## src/rtl/serial_bus_pkg.sv

```systemverilog
// Shared opcodes and receive-side state encoding for the serial system bus.
// Latency: n/a (types and constants only).
// Backpressure: n/a.
package serial_bus_pkg;

    localparam logic [2:0] READ_OP  = 3'b001;
    localparam logic [2:0] WRITE_OP = 3'b010;

    // Also used by the master tx port, so keep the encoding stable.
    typedef enum logic [1:0] {
        IDLE  = 2'd0,
        WAIT  = 2'd1,
        SHIFT = 2'd2
    } rx_state_t;

endpackage

```

## src/rtl/master_rx_port_if.sv

```systemverilog
// Bundle of the slave-facing serial handshake and core-facing control/read signals.
// Latency: n/a (wiring only).
// Backpressure: m_ready towards the slave, rd_ready from the core.
//  master modport: the receive port itself (drives m_ready, rd_*, status).
//  slave  modport: the surroundings (slave serial lines and master core).
interface master_rx_port_if #(
    parameter int WORD_SIZE = 8,
    parameter int LANES     = 1,
    parameter int BURST_W   = 15
);
    logic [LANES-1:0]     rx_data;
    logic                 s_valid;
    logic                 m_ready;
    logic [2:0]           instruction;
    logic [BURST_W-1:0]   burst_len;
    logic                 abort;
    logic [WORD_SIZE-1:0] rd_data;
    logic                 rd_valid;
    logic                 rd_ready;
    logic                 busy;
    logic                 rx_done;
    logic                 rx_err;
    logic [BURST_W-1:0]   word_cnt;

    modport master (
        input  rx_data, s_valid, instruction, burst_len, abort, rd_ready,
        output m_ready, rd_data, rd_valid, busy, rx_done, rx_err, word_cnt
    );

    modport slave (
        output rx_data, s_valid, instruction, burst_len, abort, rd_ready,
        input  m_ready, rd_data, rd_valid, busy, rx_done, rx_err, word_cnt
    );
endinterface

```

## src/rtl/rx_fifo.sv

```systemverilog
// Synchronous show-ahead FIFO holding received words for the core.
// Latency: a push is visible at the head the cycle after it is written.
// Backpressure: a push while full is dropped unless a pop happens in the same cycle.
//  i_push/i_push_dat: write side; i_pop: consume head; o_head_dat/o_vld: head word
//  (zero when empty); o_count: current fill level.
module rx_fifo #(
    parameter int WIDTH = 8,
    parameter int DEPTH = 4
) (
    input  logic                     clk,
    input  logic                     rst,
    input  logic                     i_push,
    input  logic [WIDTH-1:0]         i_push_dat,
    input  logic                     i_pop,
    output logic [WIDTH-1:0]         o_head_dat,
    output logic                     o_vld,
    output logic [$clog2(DEPTH):0]   o_count
);
    localparam int AW = $clog2(DEPTH);
    localparam int CW = AW + 1;

    logic [WIDTH-1:0] r_mem [DEPTH];
    logic [AW-1:0]    r_wr_ptr;
    logic [AW-1:0]    r_rd_ptr;
    logic [CW-1:0]    r_count;
    logic             w_do_push;
    logic             w_do_pop;

    assign w_do_pop  = i_pop && (r_count != '0);
    // When full, the slot being freed by a same-cycle pop can take the new word.
    assign w_do_push = i_push && ((r_count != CW'(DEPTH)) || w_do_pop);

    always_ff @(posedge clk) begin
        if (w_do_push) begin
            r_mem[r_wr_ptr] <= i_push_dat;
        end
    end

    // DEPTH is a power of two, so the pointers wrap naturally.
    always_ff @(posedge clk or posedge rst) begin
        if (rst) begin
            r_wr_ptr <= '0;
            r_rd_ptr <= '0;
            r_count  <= '0;
        end else begin
            if (w_do_push) r_wr_ptr <= r_wr_ptr + AW'(1);
            if (w_do_pop)  r_rd_ptr <= r_rd_ptr + AW'(1);
            case ({w_do_push, w_do_pop})
                2'b10:   r_count <= r_count + CW'(1);
                2'b01:   r_count <= r_count - CW'(1);
                default: r_count <= r_count;
            endcase
        end
    end

    assign o_vld      = (r_count != '0);
    // Stale memory is masked so the head reads zero after reset or when drained.
    assign o_head_dat = o_vld ? r_mem[r_rd_ptr] : '0;
    assign o_count    = r_count;

endmodule

```

## src/rtl/master_rx_port.sv

```systemverilog
// Master-side serial receive port: READ burst control, multi-lane deserialiser, output FIFO.
// Latency: word pushed WORD_SIZE/LANES cycles after its handshake, at the head one cycle later.
// Backpressure: m_ready is only granted while the output FIFO has a free slot.
//  clk/rst: clock and async active-high reset; bus (master modport): slave serial lines
//  rx_data/s_valid/m_ready, core opcode/burst_len/abort, FIFO read side rd_*, status busy/
//  rx_done/rx_err/word_cnt.
module master_rx_port #(
    parameter int WORD_SIZE  = 8,
    parameter int LANES      = 1,
    parameter int BURST_W    = 15,
    parameter int FIFO_DEPTH = 4,
    parameter int TIMEOUT    = 255
) (
    input  logic              clk,
    input  logic              rst,
    master_rx_port_if.master  bus
);
    import serial_bus_pkg::*;

    localparam int BEATS    = WORD_SIZE / LANES;
    localparam int BEAT_W   = (BEATS > 1) ? $clog2(BEATS) : 1;
    localparam int TMO_W    = (TIMEOUT > 1) ? $clog2(TIMEOUT) : 1;
    localparam int TMO_LAST = (TIMEOUT > 0) ? TIMEOUT - 1 : 0;
    localparam bit TMO_EN   = (TIMEOUT > 0);
    localparam int CW       = $clog2(FIFO_DEPTH) + 1;

    if ((WORD_SIZE % LANES) != 0) begin : g_bad_lanes
        $error("master_rx_port: WORD_SIZE must be a multiple of LANES");
    end

    rx_state_t            r_state;
    logic                 r_m_ready;
    logic                 r_done;
    logic                 r_err;
    logic [BEAT_W-1:0]    r_beat;
    logic [TMO_W-1:0]     r_tmo;
    logic [BURST_W-1:0]   r_burst_len;
    logic [BURST_W-1:0]   r_word_cnt;

    logic [WORD_SIZE-1:0] w_word;
    logic                 w_hs;
    logic                 w_last;
    logic                 w_push;
    logic                 w_pop;
    logic                 w_fifo_vld;
    logic [CW-1:0]        w_fifo_cnt;
    logic [BURST_W-1:0]   w_cnt_inc;

    assign w_hs      = (r_state == WAIT) && bus.s_valid && r_m_ready;
    assign w_last    = (r_state == SHIFT) && (r_beat == BEAT_W'(BEATS - 1));
    // An abort on the final beat still wins: the word is never written.
    assign w_push    = w_last && !bus.abort;
    assign w_pop     = w_fifo_vld && bus.rd_ready;
    assign w_cnt_inc = r_word_cnt + BURST_W'(1);

    // Lane groups arrive LSB group first; each beat enters at the top and the
    // older groups slide down, so the first group ends up in the low bits.
    if (BEATS > 1) begin : g_shift
        logic [WORD_SIZE-LANES-1:0] r_shift;

        always_ff @(posedge clk or posedge rst) begin
            if (rst) begin
                r_shift <= '0;
            end else if (r_state == SHIFT) begin
                r_shift <= w_word[WORD_SIZE-1:LANES];
            end
        end

        assign w_word = {bus.rx_data, r_shift};
    end else begin : g_no_shift
        assign w_word = bus.rx_data;
    end

    always_ff @(posedge clk or posedge rst) begin
        if (rst) begin
            r_state     <= IDLE;
            r_m_ready   <= 1'b0;
            r_done      <= 1'b0;
            r_err       <= 1'b0;
            r_beat      <= '0;
            r_tmo       <= '0;
            r_burst_len <= '0;
            r_word_cnt  <= '0;
        end else begin
            r_done <= 1'b0;
            r_err  <= 1'b0;
            case (r_state)
                IDLE: begin
                    if (bus.instruction == READ_OP) begin
                        r_burst_len <= bus.burst_len;
                        r_word_cnt  <= '0;
                        if (bus.burst_len == '0) begin
                            r_done <= 1'b1;
                        end else begin
                            r_state   <= WAIT;
                            r_m_ready <= 1'b0;
                            r_tmo     <= '0;
                        end
                    end
                end
                WAIT: begin
                    if (bus.abort) begin
                        r_state   <= IDLE;
                        r_m_ready <= 1'b0;
                        r_done    <= 1'b1;
                        r_err     <= 1'b1;
                    end else if (w_hs) begin
                        r_state   <= SHIFT;
                        r_m_ready <= 1'b0;
                        r_beat    <= '0;
                        r_tmo     <= '0;
                    end else if (TMO_EN && (r_tmo == TMO_W'(TMO_LAST))) begin
                        r_state   <= IDLE;
                        r_m_ready <= 1'b0;
                        r_done    <= 1'b1;
                        r_err     <= 1'b1;
                    end else begin
                        // Pops only lower the count and pushes never happen in
                        // WAIT, so a grant from last cycle's count is always safe.
                        r_tmo     <= r_tmo + TMO_W'(1);
                        r_m_ready <= (w_fifo_cnt < CW'(FIFO_DEPTH));
                    end
                end
                SHIFT: begin
                    if (bus.abort) begin
                        r_state   <= IDLE;
                        r_m_ready <= 1'b0;
                        r_done    <= 1'b1;
                        r_err     <= 1'b1;
                    end else if (w_last) begin
                        r_word_cnt <= w_cnt_inc;
                        if (w_cnt_inc == r_burst_len) begin
                            r_state <= IDLE;
                            r_done  <= 1'b1;
                        end else begin
                            r_state   <= WAIT;
                            r_m_ready <= 1'b0;
                            r_tmo     <= '0;
                        end
                    end else begin
                        r_beat <= r_beat + BEAT_W'(1);
                    end
                end
                default: begin
                    r_state   <= IDLE;
                    r_m_ready <= 1'b0;
                end
            endcase
        end
    end

    rx_fifo #(
        .WIDTH (WORD_SIZE),
        .DEPTH (FIFO_DEPTH)
    ) u_fifo (
        .clk        (clk),
        .rst        (rst),
        .i_push     (w_push),
        .i_push_dat (w_word),
        .i_pop      (w_pop),
        .o_head_dat (bus.rd_data),
        .o_vld      (w_fifo_vld),
        .o_count    (w_fifo_cnt)
    );

    assign bus.m_ready  = r_m_ready;
    assign bus.rd_valid = w_fifo_vld;
    assign bus.busy     = (r_state != IDLE);
    assign bus.rx_done  = r_done;
    assign bus.rx_err   = r_err;
    assign bus.word_cnt = r_word_cnt;

endmodule

```

## src/flat_wrapper.sv

```systemverilog
// flat-port wrapper written by rule: the top's interface ports become plain ports
module master_rx_port_flat import serial_bus_pkg::*;
#(
    parameter int WORD_SIZE  = 8,
    parameter int LANES      = 1,
    parameter int BURST_W    = 15,
    parameter int FIFO_DEPTH = 4,
    parameter int TIMEOUT    = 255
)
  (clk, rst, bus_rx_data, bus_s_valid, bus_instruction, bus_burst_len, bus_abort, bus_rd_ready, bus_m_ready, bus_rd_data, bus_rd_valid, bus_busy, bus_rx_done, bus_rx_err, bus_word_cnt);
  master_rx_port_if #(.WORD_SIZE(WORD_SIZE), .LANES(LANES), .BURST_W(BURST_W)) bus_i ();
  input  logic clk;
  input  logic rst;
  input wire logic [$bits(bus_i.rx_data)-1:0] bus_rx_data;
  input wire logic [$bits(bus_i.s_valid)-1:0] bus_s_valid;
  input wire logic [$bits(bus_i.instruction)-1:0] bus_instruction;
  input wire logic [$bits(bus_i.burst_len)-1:0] bus_burst_len;
  input wire logic [$bits(bus_i.abort)-1:0] bus_abort;
  input wire logic [$bits(bus_i.rd_ready)-1:0] bus_rd_ready;
  output wire logic [$bits(bus_i.m_ready)-1:0] bus_m_ready;
  output wire logic [$bits(bus_i.rd_data)-1:0] bus_rd_data;
  output wire logic [$bits(bus_i.rd_valid)-1:0] bus_rd_valid;
  output wire logic [$bits(bus_i.busy)-1:0] bus_busy;
  output wire logic [$bits(bus_i.rx_done)-1:0] bus_rx_done;
  output wire logic [$bits(bus_i.rx_err)-1:0] bus_rx_err;
  output wire logic [$bits(bus_i.word_cnt)-1:0] bus_word_cnt;
  assign bus_i.rx_data = bus_rx_data;
  assign bus_i.s_valid = bus_s_valid;
  assign bus_i.instruction = bus_instruction;
  assign bus_i.burst_len = bus_burst_len;
  assign bus_i.abort = bus_abort;
  assign bus_i.rd_ready = bus_rd_ready;
  assign bus_m_ready = bus_i.m_ready;
  assign bus_rd_data = bus_i.rd_data;
  assign bus_rd_valid = bus_i.rd_valid;
  assign bus_busy = bus_i.busy;
  assign bus_rx_done = bus_i.rx_done;
  assign bus_rx_err = bus_i.rx_err;
  assign bus_word_cnt = bus_i.word_cnt;
  master_rx_port #(.WORD_SIZE(WORD_SIZE), .LANES(LANES), .BURST_W(BURST_W), .FIFO_DEPTH(FIFO_DEPTH), .TIMEOUT(TIMEOUT)) u_core (.clk(clk), .rst(rst), .bus(bus_i));
endmodule
```

## config.mk

```make
export PLATFORM = sky130hd
export DESIGN_NAME = master_rx_port_flat
export DESIGN_NICKNAME = d
export VERILOG_FILES = /design/src/rtl/serial_bus_pkg.sv /design/src/rtl/master_rx_port_if.sv /design/src/rtl/rx_fifo.sv /design/src/rtl/master_rx_port.sv /design/src/flat_wrapper.sv
export SDC_FILE = /design/constraint.sdc
export NUM_CORES = 1
export LEC_CHECK = 0
export CAP_MARGIN = 20
export CORE_MARGIN = 2
export CORE_UTILIZATION = 51
export CTS_CLUSTER_SIZE = 20
export DETAILED_ROUTE_END_ITERATION = 6
export PLACE_DENSITY = 0.84
export SLEW_MARGIN = 20
export SYNTH_ARGS = -nofsm -noshare
export SYNTH_HDL_FRONTEND = slang
export SYNTH_SLANG_ARGS = --single-unit
```

## constraint.sdc

```tcl
create_clock -name clk -period 2.53 [get_ports clk]
set_input_delay 0.506 -clock clk [delete_from_list [all_inputs] [get_ports clk]]
set_output_delay 0.506 -clock clk [all_outputs]
set_load 0.1 [all_outputs]
```

==> results.toml, run 1 <==
[floorplanning]
die_area_um2 = 10300
rows = 35
die-width_um = 102
coreArea_um2 = 9240
start_util_pct = 52.6
ios = 52
die_y_um = 102

[drt]
drc = 0
wirelength_um = 11800
vias_per_cell = 6.06
dr.first_iter.drc_count = 298
postRouteAntennaNets = 0
vias = 3929
drt-wirelength-per-cell_um = 18.2
dr.pass1.iters = 5

[critical_path]
r2r_cells = 8
crit_fanout = 5
crit_type = "register to register"
rr_startpoint = "u_core.bus.word_cnt[5]"
r2r-end = "u_core.r_tmo[1]"
worst_setup_path_end_kind = "register"
cp_data_arrival_time_ns = 2.88
cp.required_ns = 2.78
worst-r2r-setup-slack_ns = -0.1
start_kind = "register"

[run]
maxCapViolations = 0

[sta]
report.final.setup_viol = 7
slew_viol_final = 0
finalWorstSetupSlack_ns = -0.0993
fmax_ghz = 0.380
fin_crit_ns = 2.63
fin_worst_skew_ns = 0.0102
final-hold-violation-count = 0
min_period_over_period_pct = 104
worstMarginPinSlew_ns = 0.684
tns_ns = -0.270
rsz0062_at_grt = "true"
max-slew-margin-rel_pct = 54.4

[clock_network]
cts_buffer_depth = 2
clkSlewWorstSetupHoldPaths_ns = 0.10
cts_root_buffer = "clkbuf_8"
cts_sinks = 92
cts_made_buffers = 9
clock_latency_ns = 0.36
htreeDepth = 3
tritoncts = "yes"

[hold_path]
holdPathEnd = "u_core.r_tmo[7]"
hold_path_class = "register to register"
min_path_cells = 1
hold_path_startpoint = "u_core.r_tmo[7]"

[global_route]
grt_util_met3_pct = 3.86
grt_overflow = 0
top_usage_layer = "met2"
use_met1_pct = 29.1
grt.total_usage_pct = 22.2
grt_pass1_vias = 3772
antenna_found_initial = 0
grt_use_met2_pct = 37.9
grt_pass1_wl_um = 17900
grt_max_degree = 61

[synthesis]
ys_ff_latch = 92
yosysWarnings = 0
synth-async-reset-ratio_pct = 65.2
avgSynthCellArea_um2 = 11.6
syn-instance-count = 419
synth_edf_count = 32
ys.flop_type = "dfrtp_1"
ys_types = 64
syn-num-nets = 457
ys_seq_area_share_pct = 50.6
synthesis.area_um2 = 4860

[outcome]
violations = "setup timing"
outcome = "finished, violations left"

[place]
place_area_um2 = 5950
placed_cells = 623
dp_hpwl_um = 7880
routabilityCongestion = 0.884
portBuffers = 51
pre_cts_ws_ns = -0.287

[finish]
fin_area_um2 = 6380
fin_cells = 648
layout_common_cells = "buf_4 (67), dfrtp_1 (44), nand2_1 (33)"
drive_gt1_share_pct = 34.3
diodes = 0
final_common_cell = "buf_4"
areaGrowthSynthToFinish_pct = 31.2
nNetsFinal = 552

[pwr]
powerDensity_nw_per_um2 = 938
irDropWorstVdd_mv = 0.884
power_uw = 5990
leakagePower_uw = 0.00265
## power breakdown
group	internal, uW	leakage [uW]	switching, uW
Clock	669	0.000123	541
Combinational	1140	0.00146	1560
Sequential	1790	0.00106	298
Total	3590	0.00265	2400
## layout make-up
cell class / count / area, um^2
fill: 615 / 2860
sequential: 92 / 2480
multi-input combinational: 289 / 2410
timing repair buffer: 105 / 1020
tap: 129 / 161
clock buffer: 10 / 128
clock inverter: 6 / 119
inverter: 17 / 63.8
## per-stage QoR
| stage | util (%) | hold WS (ns) |
|---|---|---|
| after detailed placement | 64.4 | 0.476 |
| after global routing | 69.1 | 0.507 |
| after global placement | 64.4 | 0.467 |
| after floorplan | - | 0.446 |
| after CTS | 67.3 | 0.489 |
| final | 69.1 | 0.492 |
## worst max path at each step
stage,startpoint,cells past startpoint,endpoint
2_1_floorplan,u_core.bus.word_cnt[7],8,u_core.r_tmo[1]
4_1_cts,u_core.bus.word_cnt[8],7,u_core.r_state[0]
6_report,u_core.bus.word_cnt[5],8,u_core.r_tmo[1]
5_1_grt,u_core.bus.word_cnt[8],7,u_core.r_tmo[1]
3_3_place_gp,bus_instruction[0],8,u_core.r_tmo[6]
3_5_place_dp,bus_instruction[0],8,u_core.r_tmo[5]
## registers in the layout (all words and copies together) (netlist names), 3 cells and up
register,count
u_core.g_shift.r_shift,7
u_core.bus.word_cnt,15
u_core.r_burst_len,15
u_core.r_beat,3
u_core.r_tmo,8
u_core.u_fifo.r_mem,32
u_core.u_fifo.o_count,3
## per-layer routing
layer  part of all wire, %  routed length (um)
met1                    41                4830
met2                    49                5830
met3                   6.8                 804
met4                   2.7                 320
met5                     0                   0
## logic make-up after synthesis
kind of cell               after synthesis  synth area share, %
adders and majority gates               14                 3.76
xor gates and xnor gates                28                 5.61
muxes                                   33                 9.46
AOI/OAI and AO/OA                       85                 12.4
DFF                                     92                 50.6
and+or+nand+nor                        128                 15.0
buffers and inverters                   39                 3.16
## repair_timing
item	4_1_cts	5_1_grt
cloned	0	1
setup buffers	0	8
hold endpoints to repair	0	0
setup endpoints to repair	10	11
pin swaps	2	9
gates resized for setup	4	18
hold buffers	0	0
## cells in the mapped netlist, drive strengths merged (6+ instances only)
cell type	instances	area share [%]
dfrtp	60	31
nand2	34	2.6
nor3	7	0.82
and3	6	0.77
inv	17	1.3
o211ai	6	0.93
clkbuf	15	1.2
a21oi	9	0.93
mux4	8	3.7
xnor2	19	3.4
edfxtp	32	20
o31ai	6	0.93
xor2	7	1.3
mux2	24	5.6
o41ai	8	1.6
buf	7	0.69
nand3	17	2.0
ha	13	3.3
and2	14	1.8
o21ai	30	3.1
nor4	8	1.6
nor2	15	1.2
## critical path: stages (launching register included)
cell and delay [ns]:
dfrtp_2 0.47, buf_6 0.16, xor2_4 0.23, a311oi_2 0.17, a2111oi_4 0.37, and4b_1 0.24, nand4_1 0.23, a31oi_4 0.32
mux2_4 0.33
Note: power is estimated with default switching activity, not from simulation.
==> inputs of run 2 (changes only) <==
--- a/config.mk
+++ b/config.mk
@@ -11,6 +11,7 @@
 export CTS_CLUSTER_SIZE = 20
 export DETAILED_ROUTE_END_ITERATION = 6
 export PLACE_DENSITY = 0.84
+export SKIP_CTS_REPAIR_TIMING = 1
 export SLEW_MARGIN = 20
 export SYNTH_ARGS = -nofsm -noshare
 export SYNTH_HDL_FRONTEND = slang
==> results.toml, run 2 (synthesis results as in run 1) <==
[critical_path]
crit_fanout = 8
crit_type = "register to register"
worst_setup_path_end_kind = "register"
start_kind = "register"
cp.required_ns = 2.79
r2r_cells = 7
cp_data_arrival_time_ns = 2.77

[drt]
drt-wirelength-per-cell_um = 18.1
dr.pass1.iters = 5
vias = 3838
vias_per_cell = 5.90
dr.first_iter.drc_count = 347
drc = 0
postRouteAntennaNets = 0
wirelength_um = 11700

[sta]
final-hold-violation-count = 0
worstMarginPinSlew_ns = 0.702
fin_worst_skew_ns = 0.00946
finalWorstSetupSlack_ns = 0.0148
fin_crit_ns = 2.52
max-slew-margin-rel_pct = 53.2
rsz0062_at_grt = "true"
fmax_ghz = 0.398
slew_viol_final = 0
report.final.setup_viol = 0
min_period_over_period_pct = 99.4

[hold_path]
hold_path_class = "register to register"
min_path_cells = 1

[place]
pre_cts_ws_ns = -0.287
portBuffers = 51
routabilityCongestion = 0.884
dp_hpwl_um = 7880

[finish]
largest_reg_flops = 32
drive_gt1_share_pct = 35.3
fillers = 610
areaGrowthSynthToFinish_pct = 31.6
final_common_cell = "buf_4"
regMostFlops = "u_core.u_fifo.r_mem"
layout_common_cells = "buf_4 (70), dfrtp_1 (44), nand2_1 (32), edfxtp_1 (32), o21ai_0 (28)"
nNetsFinal = 554
diodes = 0

[clock_network]
tritoncts = "yes"
cts_sinks = 92
clock_latency_ns = 0.36
cts_root_buffer = "clkbuf_8"
clkSlewWorstSetupHoldPaths_ns = 0.09
htreeDepth = 3
cts_made_buffers = 9
cts_buffer_depth = 2

[global_route]
grt.total_usage_pct = 22.0
grt_pass1_wl_um = 17700
grt_overflow = 0
grt_max_degree = 61
grt_pass1_vias = 3763
antenna_found_initial = 0

[pwr]
irDropWorstVdd_mv = 0.875
powerDensity_nw_per_um2 = 943
power_uw = 6040
leakagePower_uw = 0.00268

[floorplanning]
start_util_pct = 52.6
coreArea_um2 = 9240
rows = 35
die-width_um = 102
die_area_um2 = 10300
die_y_um = 102
ios = 52

[run]
maxCapViolations = 0

[outcome]
outcome = "completed"
==> run 2: cell type report <==
class	instances	area, um^2	share of cell area [%]
Tap cell	129	161	2.52
Clock inverter	6	119	1.86
Timing Repair Buffer	108	1030	16.1
Clock buffer	10	128	1.99
Inverter	17	63.8	0.997
Multi-Input combinational cell	288	2410	37.7
Sequential cell	92	2480	38.8
==> run 2: stage by stage <==
step | utilization [%] | TNS [ns] | std cells | cell area [um^2] | hold WS (ns)
after floorplan | - | -0.397 | 419 | 4970 | 0.446
after global placement | 64.4 | -1.06 | 623 | 5950 | 0.467
after detailed placement | 64.4 | -2.83 | 623 | 5950 | 0.476
after CTS | 67.1 | -0.135 | 639 | 6200 | 0.489
after global routing | 69.3 | -0.388 | 650 | 6400 | 0.507
final | 69.3 | 0 | 650 | 6400 | 0.500
==> run 2: critical path: stages, from the launching register on <==
cell and delay, ns:
dfrtp_2 0.47, nand4_1 0.29, nor4_4 0.41, xnor2_1 0.16, nor3_1 0.21, nand4_1 0.25, a31oi_4 0.29, mux2_4 0.32
==> run 2: worst paths after layout <==
| path | from | endpoint | slack, ns |
|---|---|---|---|
| min | u_core.r_tmo[6] | u_core.r_tmo[6] | 0.50 |
| max reg2reg | u_core.bus.word_cnt[8] | u_core.r_tmo[1] | 0.01 |
| min in group asynchronous | rst | u_core.r_burst_len[4] | 0.52 |
| max in group asynchronous | rst | u_core.bus.word_cnt[13] | 1.74 |
| min reg2reg | u_core.r_tmo[6] | u_core.r_tmo[6] | 0.50 |
| max | u_core.bus.word_cnt[8] | u_core.r_tmo[1] | 0.01 |
==> run 2: layer usage <==
| layer | GRT usage, % | part of all wire [%] | vias to the layer above |
|---|---|---|---|
| li1 | - | - | 1737 |
| met1 | 28.9 | 41 | 1918 |
| met2 | 37.4 | 51 | 158 |
| met3 | 3.31 | 5.9 | 25 |
| met4 | 7.38 | 1.6 | 0 |
| met5 | 0 | 0 | - |
==> run 2: report_power, final <==
group / switching (uW) / total [uW] / internal [uW]
combinational: 1580 / 2740 / 1160
clock: 541 / 1210 / 669
sequential: 300 / 2090 / 1790
total: 2420 / 6040 / 3620
==> inputs of run 3 (changes only) <==
==> constraint.sdc (replaced) <==
create_clock -name clk -period 2.3 [get_ports clk]
set_input_delay 0.46 -clock clk [delete_from_list [all_inputs] [get_ports clk]]
set_output_delay 0.46 -clock clk [all_outputs]
set_load 0.1 [all_outputs]
==> results.toml, run 3 (synthesis results as in run 1) <==
[run]
maxCapViolations = 0

[global_route]
antenna_found_initial = 0
grt_overflow = 0
grt_pass1_wl_um = 18800
grt_pass1_vias = 3910
grt.total_usage_pct = 23.4
grt_max_degree = 30

[critical_path]
critPathMaxStageDelay_ns = 0.45
worst_setup_path_end_kind = "register"
path_cells = "and3_1, a211o_1, a2111oi_4, and4b_1, nand4_1, a31oi_4, mux2_4"
crit_fanout = 4
start_kind = "register"
crit_family = "compound AO/OA/AOI/OAI gates"
critPathBufInv = 0
cp.required_ns = 2.57
cp_slowest_cell = "dfrtp_2"
crit_type = "register to register"
cp_data_arrival_time_ns = 2.71

[sta]
worstMarginPinSlew_ns = 0.651
fmax_ghz = 0.410
final-hold-violation-count = 0
report.final.setup_viol = 10
finalWorstSetupSlack_ns = -0.141
fin_crit_ns = 2.44
slew_viol_final = 0
max-slew-margin-rel_pct = 56.6
rsz0062_at_grt = "true"
min_period_over_period_pct = 106
fin_worst_skew_ns = 0.0132

[finish]
diodes = 0
fin_cells = 687
areaGrowthSynthToFinish_pct = 38.0
nNetsFinal = 591
regMostFlops = "u_core.u_fifo.r_mem"
final_common_cell = "buf_4"
layout_common_cells = "buf_4 (107), dfrtp_1 (44), edfxtp_1 (32)"
drive_gt1_share_pct = 42.5
largest_reg_flops = 32

[drt]
vias_per_cell = 5.83
dr.pass1.iters = 5
wirelength_um = 12500
postRouteAntennaNets = 0
drc = 0
drt-wirelength-per-cell_um = 18.2
vias = 4008
dr.first_iter.drc_count = 185

[floorplanning]
die-width_um = 102
ios = 52
rows = 35
start_util_pct = 52.6
die_y_um = 102
die_area_um2 = 10300
coreArea_um2 = 9240

[hold_path]
hold_path_class = "primary input to asynchronous set/reset pin"

[pwr]
clkPwrFrac_pct = 15.2
power_uw = 6590
p_comb_share_pct = 50.7
p_sw_uw = 2730
p_seq_share_pct = 34.0
intPower_uw = 3860
irDropWorstVdd_mv = 0.811
swShare_pct = 41.5
leakagePower_uw = 0.00290
powerDensity_nw_per_um2 = 982

[clock_network]
htreeDepth = 3
cts_root_buffer = "clkbuf_8"
tritoncts = "yes"
cts_made_buffers = 9
cts_buffer_depth = 2
clock_latency_ns = 0.37
clkSlewWorstSetupHoldPaths_ns = 0.10
cts_sinks = 92

[place]
pre_cts_ws_ns = -0.413
dp_hpwl_um = 8580
routabilityCongestion = 0.893
placed_cells = 658
portBuffers = 51

[outcome]
violations = "setup timing"
outcome = "finished, violations left"
run 3: area by class of cell:
class	instances	area [um^2]
fill	584	2530
multi-input combinational	288	2510
sequential	92	2480
timing repair buffer	145	1330
tap	129	161
clock buffer	10	128
inverter	17	67.6
clock inverter	6	38.8
run 3: worst paths after layout:
| check | endpoint | slack (ns) | start | depth (start not counted) |
|---|---|---|---|---|
| worst max-delay path | u_core.r_tmo[1] | -0.14 | u_core.bus.word_cnt[7] | 7 |
| worst min-delay path | u_core.r_burst_len[6] | 0.43 | rst | 2 |
| max in group asynchronous | u_core.u_fifo.o_count[0] | 1.31 | rst | 3 |
| worst max register to register | u_core.r_tmo[1] | -0.14 | u_core.bus.word_cnt[7] | 7 |
| min in group clk | u_core.r_beat[2] | 0.50 | u_core.r_beat[2] | 2 |
| worst min register to register | u_core.r_beat[2] | 0.50 | u_core.r_beat[2] | 2 |
run 3: power by group through the flow:
stage / registers, uW / logic [uW] / clock network, uW
after floorplan: 2280 / 2020 / 0
after detailed placement: 2240 / 3070 / 0
final: 2240 / 3340 / 1000
after global placement: 2230 / 2990 / 0
after CTS: 2210 / 3080 / 1010
after global routing: 2280 / 3540 / 1070
run 3: stage by stage:
step                util, %  cell area (um^2)  hold slack (ns)  TNS (ns)
finish                 72.7              6710            0.434    -0.672
global route           72.7              6710            0.484     -1.52
CTS                    69.3              6400            0.456     -2.07
detailed placement     67.5              6240            0.464    -10.62
global placement       67.5              6240            0.461     -7.77
floorplan                 -              5040            0.450     -2.87
run 3: per-layer routing:
metal,GRT usage [%],part of all wire (%)
met1,29.9,40
met2,40.6,52
met3,3.80,5.9
met4,7.90,2.9
met5,0,0
